## src/rtl/mem_burst_ctrl_pkg.sv

```systemverilog
// Shared types and size helpers for the block-transfer memory controller.
// Imported by the arbiter and the controller top level.
package mem_ctrl_pkg;

    typedef enum logic [1:0] {IDLE, XFER, DRAIN, DONE} mem_burst_state_t;

    function automatic int calc_wb(input int word_width);
        return word_width / 8;
    endfunction

    function automatic int calc_beats(input int block_bytes, input int word_width);
        return block_bytes / (word_width / 8);
    endfunction

    function automatic bit is_pow2(input int v);
        return (v > 0) && ((v & (v - 1)) == 0);
    endfunction

    // Bit offset of beat k inside a block-wide data vector.
    function automatic int slice_lsb(input int beat, input int word_width);
        return beat * word_width;
    endfunction

endpackage

```

## src/rtl/mem_burst_ctrl_arbiter.sv

```systemverilog
// Combinational round-robin arbiter: grants the first requester at or after ptr, wrapping.
// Produces no grant when en is low.
module rr_arbiter
    import mem_ctrl_pkg::*;
#(
    parameter int N = 2,
    localparam int PTR_W = (N > 1) ? $clog2(N) : 1
) (
    input  logic [N-1:0]     req,
    input  logic [PTR_W-1:0] ptr,
    input  logic             en,
    output logic [N-1:0]     gnt
);

    logic found;

    // Outer loop walks offsets from ptr; inner loop keeps every index a loop constant.
    always_comb begin
        gnt   = '0;
        found = 1'b0;
        for (int i = 0; i < N; i++) begin
            for (int j = 0; j < N; j++) begin
                if (en && !found && req[j] && (j == ((int'(ptr) + i) % N))) begin
                    gnt[j] = 1'b1;
                    found  = 1'b1;
                end
            end
        end
    end

endmodule

```

## src/rtl/mem_burst_ctrl.sv

```systemverilog
// Multi-requester block-transfer controller: moves one cache block per request
// between NUM_REQ cache ports and a word-addressed synchronous RAM, one word per cycle.
module mem_burst_ctrl
    import mem_ctrl_pkg::*;
#(
    parameter int NUM_REQ     = 2,
    parameter int ADDR_WIDTH  = 32,
    parameter int WORD_WIDTH  = 32,
    parameter int BLOCK_BYTES = 16,
    parameter int RAM_ADDR_W  = 10,
    parameter int RAM_LATENCY = 1
) (
    input  logic                            clk,
    input  logic                            rst,
    input  logic [NUM_REQ-1:0]              req_cs,
    input  logic [NUM_REQ-1:0]              req_rw,
    input  logic [NUM_REQ*ADDR_WIDTH-1:0]   req_addr,
    input  logic [NUM_REQ*BLOCK_BYTES*8-1:0] req_wdata,
    output logic [NUM_REQ-1:0]              res_ack,
    output logic [BLOCK_BYTES*8-1:0]        res_rdata,
    output logic [NUM_REQ-1:0]              res_grant,
    output logic                            busy,
    output logic [RAM_ADDR_W-1:0]           ram_addr,
    output logic [WORD_WIDTH-1:0]           ram_wdata,
    output logic                            ram_wren,
    input  logic [WORD_WIDTH-1:0]           ram_q
);

    localparam int WB      = calc_wb(WORD_WIDTH);
    localparam int BEATS   = calc_beats(BLOCK_BYTES, WORD_WIDTH);
    localparam int BLOCK_W = BLOCK_BYTES * 8;
    localparam int BEAT_W  = (BEATS > 1) ? $clog2(BEATS) : 1;
    localparam int LAT_W   = (RAM_LATENCY > 1) ? $clog2(RAM_LATENCY) : 1;
    localparam int PTR_W   = (NUM_REQ > 1) ? $clog2(NUM_REQ) : 1;
    localparam int WB_SH   = (WB > 1) ? $clog2(WB) : 0;

    if ((WORD_WIDTH % 8 != 0) || (BLOCK_BYTES % WB != 0) || !is_pow2(BEATS) || (RAM_LATENCY < 1))
    begin : g_bad_cfg
        $error("mem_burst_ctrl: illegal WORD_WIDTH/BLOCK_BYTES/RAM_LATENCY combination");
    end

    mem_burst_state_t state_q, state_d;
    logic [BEAT_W-1:0]     beat_q, beat_d;
    logic [LAT_W-1:0]      lat_q, lat_d;
    logic [PTR_W-1:0]      ptr_q, ptr_d;
    logic [PTR_W-1:0]      owner_q, owner_d;
    logic [NUM_REQ-1:0]    grant_q, grant_d;
    logic                  rw_q, rw_d;
    logic [RAM_ADDR_W-1:0] base_q, base_d;
    logic [BLOCK_W-1:0]    wdata_q, wdata_d;
    logic [BLOCK_W-1:0]    rdata_q, rdata_d;
    logic [RAM_LATENCY-1:0]             cap_vld_q, cap_vld_d;
    logic [RAM_LATENCY-1:0][BEAT_W-1:0] cap_idx_q, cap_idx_d;

    logic [NUM_REQ-1:0]    arb_gnt;
    logic [PTR_W-1:0]      sel_owner;
    logic                  sel_rw;
    logic [ADDR_WIDTH-1:0] sel_addr;
    logic [BLOCK_W-1:0]    sel_wdata;
    logic [RAM_ADDR_W-1:0] sel_base;

    rr_arbiter #(.N(NUM_REQ)) u_arb (
        .req (req_cs),
        .ptr (ptr_q),
        .en  (state_q == IDLE),
        .gnt (arb_gnt)
    );

    always_comb begin
        sel_owner = '0;
        sel_rw    = 1'b0;
        sel_addr  = '0;
        sel_wdata = '0;
        for (int i = 0; i < NUM_REQ; i++) begin
            if (arb_gnt[i]) begin
                sel_owner = PTR_W'(i);
                sel_rw    = req_rw[i];
                sel_addr  = req_addr[i*ADDR_WIDTH +: ADDR_WIDTH];
                sel_wdata = req_wdata[i*BLOCK_W +: BLOCK_W];
            end
        end
        // Block-aligned base word, so base+k never carries out of the block.
        sel_base = RAM_ADDR_W'(sel_addr >> WB_SH) & ~RAM_ADDR_W'(BEATS - 1);
    end

    always_comb begin
        state_d = state_q;
        beat_d  = beat_q;
        lat_d   = lat_q;
        ptr_d   = ptr_q;
        owner_d = owner_q;
        grant_d = grant_q;
        rw_d    = rw_q;
        base_d  = base_q;
        wdata_d = wdata_q;
        case (state_q)
            IDLE: begin
                if (|arb_gnt) begin
                    state_d = XFER;
                    grant_d = arb_gnt;
                    owner_d = sel_owner;
                    rw_d    = sel_rw;
                    base_d  = sel_base;
                    wdata_d = sel_wdata;
                    beat_d  = '0;
                end
            end
            XFER: begin
                if (beat_q == BEAT_W'(BEATS - 1)) begin
                    beat_d  = '0;
                    lat_d   = '0;
                    state_d = rw_q ? DONE : DRAIN;
                end else begin
                    beat_d = beat_q + 1'b1;
                end
            end
            DRAIN: begin
                if (lat_q == LAT_W'(RAM_LATENCY - 1)) begin
                    state_d = DONE;
                end else begin
                    lat_d = lat_q + 1'b1;
                end
            end
            DONE: begin
                state_d = IDLE;
                grant_d = '0;
                ptr_d   = (owner_q == PTR_W'(NUM_REQ - 1)) ? '0 : owner_q + 1'b1;
            end
            default: state_d = IDLE;
        endcase
    end

    // Read beats travel down a latency-matched pipe and land in rdata when ram_q is valid.
    always_comb begin
        cap_vld_d    = '0;
        cap_idx_d    = '0;
        cap_vld_d[0] = (state_q == XFER) && !rw_q;
        cap_idx_d[0] = beat_q;
        for (int i = 1; i < RAM_LATENCY; i++) begin
            cap_vld_d[i] = cap_vld_q[i-1];
            cap_idx_d[i] = cap_idx_q[i-1];
        end
        rdata_d = rdata_q;
        for (int k = 0; k < BEATS; k++) begin
            if (cap_vld_q[RAM_LATENCY-1] && (cap_idx_q[RAM_LATENCY-1] == BEAT_W'(k))) begin
                rdata_d[k*WORD_WIDTH +: WORD_WIDTH] = ram_q;
            end
        end
    end

    always_ff @(posedge clk or posedge rst) begin
        if (rst) begin
            state_q   <= IDLE;
            beat_q    <= '0;
            lat_q     <= '0;
            ptr_q     <= '0;
            owner_q   <= '0;
            grant_q   <= '0;
            rw_q      <= 1'b0;
            base_q    <= '0;
            wdata_q   <= '0;
            rdata_q   <= '0;
            cap_vld_q <= '0;
            cap_idx_q <= '0;
        end else begin
            state_q   <= state_d;
            beat_q    <= beat_d;
            lat_q     <= lat_d;
            ptr_q     <= ptr_d;
            owner_q   <= owner_d;
            grant_q   <= grant_d;
            rw_q      <= rw_d;
            base_q    <= base_d;
            wdata_q   <= wdata_d;
            rdata_q   <= rdata_d;
            cap_vld_q <= cap_vld_d;
            cap_idx_q <= cap_idx_d;
        end
    end

    always_comb begin
        busy      = (state_q != IDLE);
        res_grant = grant_q;
        res_ack   = (state_q == DONE) ? grant_q : '0;
        res_rdata = rdata_q;
        ram_addr  = '0;
        ram_wdata = '0;
        ram_wren  = 1'b0;
        if (state_q == XFER) begin
            ram_addr = base_q + RAM_ADDR_W'(beat_q);
            ram_wren = rw_q;
            for (int k = 0; k < BEATS; k++) begin
                if (rw_q && (beat_q == BEAT_W'(k))) begin
                    ram_wdata = wdata_q[slice_lsb(k, WORD_WIDTH) +: WORD_WIDTH];
                end
            end
        end
    end

endmodule

```

## config.mk

```make
export PLATFORM = sky130hd
export DESIGN_NAME = mem_burst_ctrl
export DESIGN_NICKNAME = d
export VERILOG_FILES = /design/src/rtl/mem_burst_ctrl_pkg.sv /design/src/rtl/mem_burst_ctrl_arbiter.sv /design/src/rtl/mem_burst_ctrl.sv
export SDC_FILE = /design/constraint.sdc
export NUM_CORES = 1
export LEC_CHECK = 0
export ABC_AREA = 1
export CAP_MARGIN = 20
export CORE_AREA = 2 2 208 210
export DETAILED_ROUTE_END_ITERATION = 10
export DIE_AREA = 0 0 210 212
export HOLD_SLACK_MARGIN = 0.03
export MAX_ROUTING_LAYER = met4
export PLACE_DENSITY_LB_ADDON = 0.12
export SYNTH_ARGS = -nofsm -noshare
export SYNTH_HDL_FRONTEND = slang
export SYNTH_SLANG_ARGS = --single-unit
```

## constraint.sdc

```tcl
create_clock -name clk -period 21.3 [get_ports clk]
set_clock_uncertainty 0.05 [all_clocks]
set_input_delay 5.325 -clock clk [delete_from_list [all_inputs] [get_ports clk]]
set_output_delay 5.325 -clock clk [all_outputs]
set_load 0.02 [all_outputs]
```

After elaboration in Yosys (flattened, before gate mapping)
Cells that the tools add are included.
- reductions and logical operators: 39
- equal/unequal tests: 13
- bitwise gates (word level): 1
- add/sub/neg operators: 5
- multiplexer cells: 35
- operator list (kind ; count):
    $mux 128 ; 2
    $mux 32 ; 5
    $logic_not 32->1 ; 2
    $mux 12 ; 2
    $logic_and 1x1->1 ; 20
    $mux 1 ; 14
    $mux 2 ; 7
    $eq 2x2->1 const B ; 6
    $add 10x2->10 ; 1
    $mux 10 ; 1
    $pmux 2 s2 ; 2
    $pmux 2 s4 ; 1
    $reduce_and 2->1 ; 4
    $reduce_bool 2->1 ; 4
    $eq 2x1->1 const B ; 3
    $logic_not 2->1 ; 3
    $ne 2x2->1 const B ; 3
    $logic_not 1->1 ; 4
    $add 1x1->1 const B ; 3
    $reduce_and 3->1 ; 1
    $add 2x1->2 const B ; 1
    $eq 2x2->1 const A ; 1
    $pmux 1 s2 ; 1
    $reduce_or 2->1 ; 1
    $and 1x1->1 const A ; 1
- output and inout port bits: 176
- logic and storage cells: 108
- register bits: 277

Longest topological paths before layout
- depth after elaboration: 22
- mapped depth: 9
- gate-level depth less buffers: 8

Cells and area by module
Synthesis repeated with hierarchy kept, for this count alone.
- cell total of the unflattened synthesis: 1659
- area total of the unflattened synthesis: 13182.6 um^2
- modules (own cells, without submodules) (module ; times used ; area each (um^2) ; cells each ; sequential area each (um^2)):
    mem_burst_ctrl ; 1 ; 13161.4 ; 1654 ; 6906.6
    rr_arbiter ; 1 ; 21.3 ; 5 ; 0.0

Least setup slack after synthesis
OpenSTA, ideal clock, no wires.
- kind: reg2out
- start: register beat_q[0]
- end: output port ram_wdata[10]
- slack: 14266 ps
- data required time: 15925 ps
- stages on the path, launching flop included: 8
- arrival: 1659 ps
- path through: dfrtp_1 -> inv_1 -> ha_1 -> buf_2 -> nand2_1 -> buf_1 -> nand3_1 -> a21oi_1
- cells in the longest elaborated chain, start to end: 7
- elaborated cells between the ends (all ways): 13
- RTL lines (item ; RTL line ; source):
    start: declaration ; mem_burst_ctrl.sv:43 ; logic [BEAT_W-1:0] beat_q, beat_d;
    start signal: assignment ; mem_burst_ctrl.sv:167 ; beat_q <= beat_d;
    $logic_not 2->1 ; mem_burst_ctrl.sv:193 ; if (rw_q && (beat_q == BEAT_W'(k))) begin
    $logic_and 1x1->1 ; mem_burst_ctrl.sv:193 ;
    $mux 32 (3 in series) ; mem_burst_ctrl.sv:193 ;
    $mux 32 * ; mem_burst_ctrl.sv:193 ;
    $mux 32 * ; mem_burst_ctrl.sv:189 ; if (state_q == XFER) begin
    end: declaration ; mem_burst_ctrl.sv:24 ; output logic [WORD_WIDTH-1:0] ram_wdata,
Mark *: on every way between the ends. The rest lies on a longest branch, timed or not.

Worst setup path after layout
- start: register beat_q[1]
- end: output port ram_wdata[0]
Same word-level chain as after synthesis.

==> out/metrics.cfg <==
[route]
drtIter0Drc = 743
drc = 0
wl_um = 50200
antenna_left = 0
firstDrtPassIters = 5
wl_per_cell_um = 19.0
vias = 12900
vias_per_cell = 4.89

[logic_synthesis]
synth_top_cell_by_area = dfrtp_1
ys_ff_latch = 276
synth_area_leaders = dfrtp_1 53%, nand3_1 16%, nand2_1 14%, o21ai_0 6.4%, inv_1 3.5%
synth_edf_count = 0
synth_cell_types = 18
yosys-top-cells-count = 495 x nand2_1, 407 x nand3_1, 276 x dfrtp_1, 165 x o21ai_0, 122 x inv_1
syn_nets = 2008
synth-seq-area-share = 0.534
synth-compound-area-share = 0.0785
avgSynthCellArea_um2 = 7.88
muxShareOfSynthArea = 0
netlist_area_um2 = 12900
yosys.area_share.simple = 0.305
synthDominantCellAreaShare = 0.534
synth_ff_type = dfrtp_1
synthArstFlopShare = 1.00
synth_top_family_by_area = simple AND/OR/NAND/NOR gates
syn_inst = 1642
synth_xor_area_frac = 0
synthAdderAreaFrac = 0.00774
yosysMostFrequentCell = nand2_1
yosysWarnings = 0

[floorplanning]
num_rows = 76
core_area_um2 = 42500
io_pins = 534
start_util = 0.304
die_x_um = 210
die_area_um2 = 44500
die_height_um = 212

[placed_design]
hpwl_um = 33100
place_congestion = 0.831
post-place-ws_ps = 12290
io_buffers = 485

[timing]
slew-limit-headroom = 0.273
setup_viol = 0
timing.final.crit_share = 0.448
tns_ps = 0
max_clock_freq_mhz = 105
finalHoldViolations = 0
grt_setup_unrepaired = false
worst_pin_slew_ps = 1090
holdWs_ps = 395
period_needed_ps = 9540
final.setup.worst_slack_ps = 11760
final-max-slew-violation-count = 0

[setup_path]
endpoint_kind = output port
cp.arrival_ps = 4170
r2r_start = state_q[0]
critPathKind = reg2out
cp.required_ps = 15930
path_max_fanout = 33
crit_path_start = beat_q[1]
critical_path.startpoint_type = flip-flop

[run]
max_cap_viol_count = 0

[cells_and_area]
nets = 2422
drive_above_1_share = 0.0404
fillCellCount = 4291
area_growth_pct = 49.5
seqCellArea_um2 = 6910
multi_input_area_um2 = 5130

[outcome]
status = complete, no violations

[cts]
cts_hold_buf = 0
htreeDepth = 2
path_clk_slew_ps = 60
postCtsSetupBuffers = 0
cts_resized = 0
numCtsBuffers = 35
cts_root_buf = clkbuf_16
insertion_delay_ps = 540
cts_sinks = 276
cts_buffer_depth = 3
cts_tree = done

[power_and_ir_drop]
p_leak_nw = 8.85
p_per_area_nw_per_um2 = 141
peakVddDrop_mv = 0.0560
power_mw = 2.73

[min_path]
hp-class = reg2reg
hold_start = owner_q

[global_route]
grt_usage = 0.229
antenna_found_initial = 12
first_global_vias = 13100
grt_pass1_wl_um = 76700
grt_max_degree = 144
overflow = 0

[cell type report]
type,count,share of cell area
Sequential cell,276,0.357
Timing Repair Buffer,500,0.260
Clock buffer,51,0.0525
Antenna cell,15,0.00194
Multi-Input combinational cell,1121,0.265
Clock inverter,9,0.00420
Tap cell,546,0.0353
Inverter,122,0.0241
[power by group]
| group | switching, mW | total [mW] | internal, mW |
|---|---|---|---|
| Combinational | 0.716 | 1.23 | 0.510 |
| Sequential | 0.151 | 0.928 | 0.777 |
| Clock | 0.235 | 0.578 | 0.343 |
[cell usage in the layout (no fill, tap or decap), types with 2 or more instances in the layout]
cell and instances:
a21oi_1 33, a21oi_4 2, buf_16 2, buf_4 12, clkbuf_1 8, clkbuf_16 35, clkbuf_8 8, clkdlybuf4s50_1 485
clkinv_2 5, dfrtp_1 275, diode_2 15, ha_1 4, ha_2 4, inv_1 121, inv_6 3, nand2_1 490
nand2_2 5, nand3_1 405, nand3_2 2, nand4_1 2, nor2_1 4, o21ai_0 165
[critical path: stages (launching register included)]
cell             delay, ps
dfrtp_1                430
inv_1                  120
ha_2                   840
nand2_2                810
nand2_1                260
nand3_1                190
a21oi_1                220
clkdlybuf4s50_1        740
[cell families after synthesis]
family | after synthesis
adders and majority gates | 8
DFF | 276
AOI/OAI and AO/OA | 201
and+or+nand+nor | 912
buffers and inverters | 245
[per-stage QoR]
stage,area (µm²),utilization,std cells
detailed placement,18100,0.427,2562
global placement,18100,0.427,2562
finish,19300,0.455,2640
CTS,19200,0.452,2622
global route,19300,0.455,2637
floorplan,12900,-,1642
[registers in the layout, summed over array words and instances, names as in the netlist]
signal,count
res_grant,2
cap_idx_q,2
beat_q,2
state_q,2
base_q,8
rw_q,1
cap_vld_q,1
res_rdata,128
ptr_q,1
owner_q,1
wdata_q,128
[per-layer routing]
| metal | GRT usage | vias up | wire (µm) |
|---|---|---|---|
| li1 | - | 6202 | - |
| met1 | 0.282 | 6226 | 21300 |
| met2 | 0.370 | 414 | 24100 |
| met3 | 0.0576 | 70 | 3660 |
| met4 | 0.0780 | 0 | 1170 |
| met5 | - | - | 0 |
[path summary, 6_finish.rpt]
check | endpoint | slack [ps] | cells past startpoint
max | ram_wdata[0] | 11760 | 7
min | ptr_q | 390 | 1
max reg2reg | wdata_q[109] | 17450 | 7
min reg2reg | ptr_q | 390 | 1
max in group asynchronous | res_rdata[66] | 13790 | 6
min in group asynchronous | base_q[6] | 5120 | 2
Note: power is estimated with default switching activity, not from simulation.
